### src/rtl/lab6_iram_param_pkg.sv
// Shared definitions for the instruction RAM: loader FSM state encodings and the NOP word.
// Optional feature macro used by the design: IRAM_PARITY_EN.
package lab6_iram_param_pkg;

  typedef enum logic [1:0] {
    IRAM_IDLE = 2'd0,
    IRAM_LOAD = 2'd1,
    IRAM_FILL = 2'd2,
    IRAM_RUN  = 2'd3
  } iram_state_e;

  // Word written into every slot past the end of a loaded program.
  localparam int unsigned IRAM_NOP = 0;

endpackage

### src/rtl/iram_loader_fsm.sv
// Program-load sequencer: owns state, write pointer, LD_READY and BUSY, and
// tells the storage array when and where to write (load beat or NOP fill).
module iram_loader_fsm
  import lab6_iram_param_pkg::*;
#(
  parameter int unsigned DEPTH = 128,
  parameter int unsigned PTR_W = $clog2(DEPTH)
) (
  input  logic             clk_i,
  input  logic             rst_ni,
  input  logic             ld_start_i,
  input  logic             ld_valid_i,
  input  logic             ld_last_i,
  output logic [PTR_W-1:0] ptr_o,
  output logic             we_o,
  output logic             fill_o,
  output logic             run_o,
  output logic             ld_ready_o,
  output logic             busy_o
);

  localparam logic [PTR_W-1:0] PtrMax = PTR_W'(DEPTH - 1);

  iram_state_e      state_q;
  logic [PTR_W-1:0] ptr_q;
  logic             ld_ready_q;
  logic             busy_q;

  always_ff @(posedge clk_i or negedge rst_ni) begin
    if (!rst_ni) begin
      state_q    <= IRAM_IDLE;
      ptr_q      <= '0;
      ld_ready_q <= 1'b0;
      busy_q     <= 1'b0;
    end else begin
      case (state_q)
        IRAM_IDLE, IRAM_RUN: begin
          if (ld_start_i) begin
            state_q    <= IRAM_LOAD;
            ptr_q      <= '0;
            ld_ready_q <= 1'b1;
            busy_q     <= 1'b1;
          end
        end
        IRAM_LOAD: begin
          if (ld_valid_i) begin
            // A beat landing in the last slot fills memory: no NOP fill needed.
            if (ptr_q == PtrMax) begin
              state_q    <= IRAM_RUN;
              ld_ready_q <= 1'b0;
              busy_q     <= 1'b0;
            end else begin
              ptr_q <= ptr_q + 1'b1;
              if (ld_last_i) begin
                state_q    <= IRAM_FILL;
                ld_ready_q <= 1'b0;
              end
            end
          end
        end
        IRAM_FILL: begin
          if (ptr_q == PtrMax) begin
            state_q <= IRAM_RUN;
            busy_q  <= 1'b0;
          end else begin
            ptr_q <= ptr_q + 1'b1;
          end
        end
        default: state_q <= IRAM_IDLE;
      endcase
    end
  end

  assign ptr_o      = ptr_q;
  assign we_o       = ((state_q == IRAM_LOAD) && ld_valid_i) || (state_q == IRAM_FILL);
  assign fill_o     = (state_q == IRAM_FILL);
  assign run_o      = (state_q == IRAM_RUN);
  assign ld_ready_o = ld_ready_q;
  assign busy_o     = busy_q;

endmodule

### src/rtl/lab6_iram_param.sv
// Parameterised instruction RAM with streamed program load, NOP fill and registered fetch port.
// Define IRAM_PARITY_EN to add per-word even parity and the PERR output.
module lab6_iram_param
  import lab6_iram_param_pkg::*;
#(
  parameter int unsigned DATA_W = 16,
  parameter int unsigned DEPTH  = 128,
  parameter int unsigned ADDR_W = 8
) (
  input  logic              CLK,
  input  logic              RESET_N,
  input  logic [ADDR_W-1:0] ADDR,
  input  logic              REQ,
  output logic [DATA_W-1:0] Q,
  output logic              VALID,
  output logic              FERR,
  input  logic              LD_START,
  input  logic              LD_VALID,
  input  logic [DATA_W-1:0] LD_DATA,
  input  logic              LD_LAST,
  output logic              LD_READY,
`ifdef IRAM_PARITY_EN
  output logic              PERR,
`endif
  output logic              BUSY
);

  localparam int unsigned PTR_W = $clog2(DEPTH);

  // Reset asserts asynchronously and releases on the first CLK edge after RESET_N rises.
  logic rst_sync_q;
  always_ff @(posedge CLK or negedge RESET_N) begin
    if (!RESET_N) rst_sync_q <= 1'b0;
    else          rst_sync_q <= 1'b1;
  end

  logic [PTR_W-1:0] wr_ptr;
  logic             wr_en;
  logic             fill;
  logic             run;
  logic [DATA_W-1:0] wr_data;

  iram_loader_fsm #(
    .DEPTH (DEPTH),
    .PTR_W (PTR_W)
  ) u_iram_loader_fsm (
    .clk_i      (CLK),
    .rst_ni     (rst_sync_q),
    .ld_start_i (LD_START),
    .ld_valid_i (LD_VALID),
    .ld_last_i  (LD_LAST),
    .ptr_o      (wr_ptr),
    .we_o       (wr_en),
    .fill_o     (fill),
    .run_o      (run),
    .ld_ready_o (LD_READY),
    .busy_o     (BUSY)
  );

  assign wr_data = fill ? DATA_W'(IRAM_NOP) : LD_DATA;

  // Storage is deliberately left out of reset so a reset never wipes the program.
  logic [DATA_W-1:0] mem_q [DEPTH];
  always_ff @(posedge CLK) begin
    if (wr_en) mem_q[wr_ptr] <= wr_data;
  end

  logic [ADDR_W-2:0] word_idx;
  logic [PTR_W-1:0]  rd_idx;
  logic              fetch_err;

  assign word_idx  = ADDR[ADDR_W-1:1];
  assign rd_idx    = word_idx[PTR_W-1:0];
  assign fetch_err = ADDR[0] | ({1'b0, word_idx} >= ADDR_W'(DEPTH));

`ifdef IRAM_PARITY_EN
  logic par_q [DEPTH];
  logic perr_q, perr_d;
  always_ff @(posedge CLK) begin
    if (wr_en) par_q[wr_ptr] <= ^wr_data;
  end
`endif

  logic [DATA_W-1:0] q_q, q_d;
  logic              valid_q, valid_d;
  logic              ferr_q, ferr_d;

  always_comb begin
    q_d     = q_q;
    valid_d = 1'b0;
    ferr_d  = 1'b0;
`ifdef IRAM_PARITY_EN
    perr_d  = 1'b0;
`endif
    if (REQ && run) begin
      valid_d = 1'b1;
      if (fetch_err) begin
        ferr_d = 1'b0 | 1'b1;
        q_d    = '0;
      end else begin
        q_d = mem_q[rd_idx];
`ifdef IRAM_PARITY_EN
        perr_d = (^mem_q[rd_idx]) != par_q[rd_idx];
`endif
      end
    end
  end

  always_ff @(posedge CLK or negedge rst_sync_q) begin
    if (!rst_sync_q) begin
      q_q     <= '0;
      valid_q <= 1'b0;
      ferr_q  <= 1'b0;
`ifdef IRAM_PARITY_EN
      perr_q  <= 1'b0;
`endif
    end else begin
      q_q     <= q_d;
      valid_q <= valid_d;
      ferr_q  <= ferr_d;
`ifdef IRAM_PARITY_EN
      perr_q  <= perr_d;
`endif
    end
  end

  assign Q     = q_q;
  assign VALID = valid_q;
  assign FERR  = ferr_q;
`ifdef IRAM_PARITY_EN
  assign PERR  = perr_q;
`endif

endmodule

### config.mk
export PLATFORM = sky130hd
export DESIGN_NAME = lab6_iram_param
export DESIGN_NICKNAME = d
export VERILOG_FILES = /design/src/rtl/lab6_iram_param_pkg.sv /design/src/rtl/iram_loader_fsm.sv /design/src/rtl/lab6_iram_param.sv
export SDC_FILE = /design/constraint.sdc
export NUM_CORES = 2
export LEC_CHECK = 0
export BUFFER_PORTS_ARGS = -buffer_cell sky130_fd_sc_hd__clkbuf_2
export CORE_MARGIN = 4
export CORE_UTILIZATION = 45
export CTS_CLUSTER_SIZE = 25
export DETAILED_ROUTE_END_ITERATION = 7
export PLACE_DENSITY = 0.57
export SLEW_MARGIN = 20
export SYNTH_ARGS = -nofsm -noshare
export SYNTH_HDL_FRONTEND = slang
export SYNTH_SLANG_ARGS = --single-unit
### constraint.sdc
create_clock -name CLK -period 2.61 [get_ports CLK]
set_input_delay 0.261 -clock CLK [delete_from_list [all_inputs] [get_ports CLK]]
set_output_delay 0.261 -clock CLK [all_outputs]
set_load 0.01 [all_outputs]
; ---- Word-level counts from Yosys, hierarchy flattened
; Memory sizes are Yosys's and may differ from the RTL's.
; Index checks and enable logic that the tools add are counted.
[classes]
mux = 25
n_reduce_logical = 9
addsub = 1
eq_ne = 8
[ops]
columns = op, count
row1 = 16-bit two-way mux, 2
row2 = 7-bit two-way mux, 3
row3 = 7-bit case mux with 3 select lines, 1
row4 = 1-bit two-way mux, 11
row5 = 2-bit two-way mux, 5
row6 = 4-bit AND reduction, 2
row7 = 7-bit by 1-bit adder with 7-bit output (second input constant), 1
row8 = 7-bit equality test (second input constant), 1
row9 = 2-bit case mux with 3 select lines, 1
row10 = 2-bit equality test (second input constant), 2
row11 = 2-bit != test (second input constant), 2
row12 = 3-bit by 2-bit != test with 1-bit output (second input constant), 1
row13 = 1-bit case mux with 3 select lines, 1
row14 = 2-bit by 1-bit equality test with 1-bit output (second input constant), 1
row15 = 1-bit logical AND, 2
row16 = 2-bit zero test, 1
row17 = 2-bit by 1-bit != test with 1-bit output (second input constant), 1
row18 = 1-bit case mux with 2 select lines, 1
row19 = 2-bit AND reduction, 1
row20 = 2-bit nonzero test, 1
row21 = 2-bit OR reduction, 1
row22 = 1-bit logical OR, 1
[totals]
word_cells = 52
mem_count = 1
ram_bits = 2048
register_bits = 30
input_bits = 30
out_inout_bits = 20
[memory_table]
columns = name, depth, word_bits, rd, rd_ports_with_merged_regs, write_ports, line
row1 = mem_q, 128, 16, 1, 0, 1, lab6_iram_param.sv:63  ; logic [DATA_W-1:0] mem_q [DEPTH];

; ---- Logic depth before layout (Yosys ltp)
[logic_depth]
word_depth = 5
mapped_depth = 10

; ---- Hierarchy
; Synthesis repeated with hierarchy kept, for this count alone.
[hier_totals]
cells_unflattened = 3836
area_unflattened_um2 = 80397.1
[by_module_without_submodules]
columns = mod, cells_per_inst, n_inst, seq_area_each_um2, area_per_inst_um2
row1 = lab6_iram_param, 3773, 1, 61974.4, 79765.3
row2 = iram_loader_fsm, 63, 1, 275.3, 631.9

; ---- Worst setup path after synthesis
; OpenSTA, ideal clock, no wires.
[synth_timing]
kind = register -> register
startpoint = reg u_iram_loader_fsm.state_q[0]
endpoint = mem mem_q[0][10] (data pin)
t_arrival_ps = 4158
path_stages_with_launch = 6
required_time_ps = 1785
n_path_buf = 2
setup_slack_ps = -2373
path_cell_list = dfrtp_1 > inv_1 > ha_1 > clkbuf_1 > clkbuf_1 > nor2b_1
[synth_between]
elab_chain_cells = 2
[synth_rtl]
columns = item, line
row1 = "start, declared", iram_loader_fsm.sv:24  ; iram_state_e state_q;
row2 = "start signal, assigned", iram_loader_fsm.sv:31  ; state_q <= IRAM_IDLE;
row3 = "start signal, assigned", iram_loader_fsm.sv:39  ; state_q <= IRAM_LOAD;
row4 = "start signal, assigned", iram_loader_fsm.sv:49  ; state_q <= IRAM_RUN;
row5 = 2-bit equality test, iram_loader_fsm.sv:76  ; assign fill_o = (state_q == IRAM_FILL);
row6 = 16-bit two-way mux, lab6_iram_param.sv:60  ; assign wr_data = fill ? DATA_W'(IRAM_NOP) : LD_DATA;
row7 = named net wr_data[10], lab6_iram_param.sv:41  ; logic [DATA_W-1:0] wr_data;
row8 = "end, declared", lab6_iram_param.sv:63
; The timed path passes the listed nets, and every way through them passes these cells.

; ---- Worst setup path after layout
[layout_timing]
startpoint = reg u_iram_loader_fsm.state_q[0]
endpoint = reg q_q[9] (netlist: Q[9])
[layout_between]
elab_chain_cells = 2
[layout_rtl]
columns = item, line
row1 = 2-bit equality test, iram_loader_fsm.sv:77  ; assign run_o = (state_q == IRAM_RUN);
row2 = 1-bit logical AND, lab6_iram_param.sv:95  ; if (REQ && run) begin
row3 = "end signal, assigned", lab6_iram_param.sv:118  ; q_q <= q_d;
row4 = "end, declared", lab6_iram_param.sv:84  ; logic [DATA_W-1:0] q_q, q_d;
; No other way between the ends.
; A chain may end at the register's enable or synchronous reset.

==> impl_metrics.csv <==
group,metric,value,unit
status,status,"completed",
synth,yosys.area_share.simple,0.0203,
die,die_height,428,um
sta,timing.hold.ws,0.0286,ns
synth,synth_ff_type,"edfxtp_1",
global_route,track_usage,0.224,
routing,routed-wl-met2,101,mm
setup_path,cp_top_family,"buffers and inverters",
setup_path,crit_chain,"ha_1, buf_12, and4b_1, buf_4, nand3b_1, buf_12, buf_4, a21oi_1, buf_4, a21oi_2, o211ai_1",
routing,drt_iter0_drc,4289,
clocking,cts_max_path_buffers,3,
routing,m1WireLength,87.7,mm
layout,final_nets,4307,
layout,drive_gt1_frac,0.332,
synth,synth.avg_cell_area,21.6,sq um
die,ioPinCount,50,
flow_run,drv_cap,0,
clocking,root_buffer,"clkbuf_16",
routing,via_count,39900,
sta,fin_ws,0.0568,ns
setup_path,worstSetupStartpointType,"flip-flop",
setup_path,crit_buf_inv,5,
sta,fin_crit_sh,0.978,
power,p_leak,30.8,nW
synth,synth_area_leader_cell,"edfxtp_1",
clocking,tritoncts,"built",
sta,slew_headroom,0.264,
synth,synth-compound-area-share,0.0360,
synth,ys_ff_latch,2078,
global_route,grt_antenna_before_repair,2,
sta,rsz0062_at_grt,"no",
power,peakVddDrop,653,uV
setup_path,slowest_delay,0.40,ns
setup_path,critPathKind,"flip-flop to flip-flop",
setup_path,critPathRequiredTime,3.27,ns
routing,drt-wirelength-per-cell,30.4,um
routing,ant_nets,0,
power,cellPowerDensity,800,nW/um^2
synth,ys_types,47,
clocking,htree_levels,4,
clocking,post_cts_buffers,0,
synth,synth_edf_count,2048,
sta,hold_viol_final,0,
placement,hpwl,129,mm
placement,preCtsSetupSlack,-0.755,ns
die,std_cell_rows,154,
synth,synthAdderAreaFrac,0.000629,
global_route,first_global_vias,40200,
clocking,clock_sinks,2078,
global_route,grt_pass1_wl,297,mm
die,die_w,428,um
setup_path,critPathSlowestCell,"dfrtp_1",
setup_path,path_common_cell,"buf_4",
sta,max_freq,0.392,GHz
placement,io_buffers,49,
setup_path,path_max_fanout,12,
routing,firstDrtPassIters,5,
synth,synth_top_area_frac,0.773,
routing,routed.top_layer,"met4",
setup_path,cp.arrival,3.22,ns
synth,synthXorXnorAreaFrac,0,
sta,setup_viol,0,
synth,synth_common_cells,"edfxtp_1 (2048), mux4_2 (432), nor2_1 (171)",
worst_hold_path,hp-class,"primary input to flip-flop",
die,core-area,176000,sq um
routing,drcViolationCount,0,
synth,netlist_instances,3687,
layout,fillers,13300,
routing,drt-total-wl,206,mm
synth,synth.net_count,3721,
synth,yosysWarnings,0,
layout,syn2layout_area_growth,19.8,%
setup_path,endpoint_kind,"flip-flop",
sta,layout_min_cycle_time,2.55,ns
global_route,grt_max_degree,129,
synth,ys_seq_area_frac,0.783,
clocking,clk-insertion-delay-late,0.82,ns
synth,synth_most_common_cell,"edfxtp_1",
synth,synthMuxAreaShare,0.147,
synth,netlist_top_cells_area,"edfxtp_1 (77%), mux4_2 (12%), mux2_2 (1.8%), a22oi_1 (1.5%), dfrtp_1 (0.94%)",
die,dieArea,184000,sq um
placement,place_congestion,0.798,
clocking,numCtsBuffers,206,
synth,syn_area,79500,sq um
global_route,gr-total-overflow,0,
sta,worst_pin_slew,1.09,ns
sta,slew_violations,0,
routing,viasPerCell,5.88,
sta,fin_skew,0.0216,ns
synth,ys_async_sr_fraction,0.0144,
synth,synth_top_family_by_area,"multiplexers",
die,initial_core_util,0.452,
routing,dr_wl_met3,12.5,mm
clocking,clk_pin_slew,0.06,ns
worst min-delay path, stage by stage:
cell	delay (ns)
clkbuf_2	0.08
nor2b_4	0.14
buf_12	0.16
routing by layer:
metal	global-route usage	vias up
met3	0.0327	270
met4	0.0551	0
met1	0.323	21500
met2	0.364	1372
li1	-	16700
met5	0	-
cells by family after synthesis:
kind of cell	Yosys count
compound gates	423
fa+ha+maj	4
flops	2078
buf+inv	220
mux	610
other cells	1
simple gates	351
final timing paths:
path                                              start                            to  slack [ns]  cells after the start
max                        u_iram_loader_fsm.state_q[0]                          Q[9]        0.06                     11
min                                          LD_DATA[6]                  mem_q[62][6]        0.03                      3
max reg2reg                u_iram_loader_fsm.state_q[0]                          Q[9]        0.06                     11
min reg2reg                                  rst_sync_q  u_iram_loader_fsm.ld_ready_o        0.34                      0
max in group asynchronous                    rst_sync_q                          FERR        1.74                      0
min in group asynchronous                       RESET_N                    rst_sync_q        0.28                      3
flip-flops by register name (all words and copies together), names as in the netlist:
| name | flops |
|---|---|
| u_iram_loader_fsm.busy_o | 1 |
| rst_sync_q | 1 |
| FERR | 1 |
| u_iram_loader_fsm.ld_ready_o | 1 |
| u_iram_loader_fsm.ptr_o | 7 |
| mem_q | 2048 |
| Q | 16 |
| u_iram_loader_fsm.state_q | 2 |
| VALID | 1 |
placed cells by master (no fill, tap or decap), drive strengths merged, types with 12 or more instances in the layout:
master and count:
nand2 70, mux2i 50, nor4 18, a22o 18
clkinv 84, dfrtp 30, inv 12, a21oi 42
dlygate4sd3 16, edfxtp 2048, a22oi 160, o211ai 16
mux4 432, buf 529, nand3 28, a32oi 16
a211oi 15, nor2 171, o22ai 96, clkbuf 310
bufinv 16, nor2b 26, o21ai 54, mux2 128
cell type report:
cell class	instances	area [sq um]	share of cell area
clock inverter	116	987	0.0104
inverter	6	22.5	0.000236
timing repair buffer	592	6970	0.0732
antenna	2	5.00	0.0000525
clock buffer	263	5610	0.0588
multi-input combinational	1389	16500	0.173
sequential	2078	62300	0.653
tap	2340	2930	0.0307
timing repair:
item | in CTS | in global routing
setup endpoints to repair | 11 | 1
pin swaps | 0 | 0
resized for setup | 15 | 1
endpoints found under the hold margin | 73 | 0
hold buffers | 16 | 0
power by group:
part	switching, mW	internal, mW	total, mW
sequential	0.347	39.0	39.3
combinational	5.42	2.49	7.91
clock	12.3	16.7	29.0
metrics by stage:
stage	total power, mW	setup TNS (ns)	std cells	instance area (sq um)	util
after detailed placement	48.0	-8.88	6389	88400	0.503
after floorplan	43.4	-588.11	3687	79600	-
after global placement	47.8	-8.68	6389	88400	0.503
after CTS	76.9	0	6784	95300	0.541
final	76.2	0	6786	95300	0.542
after global routing	78.7	0	6784	95300	0.542
(Power assumes the default switching activity.)
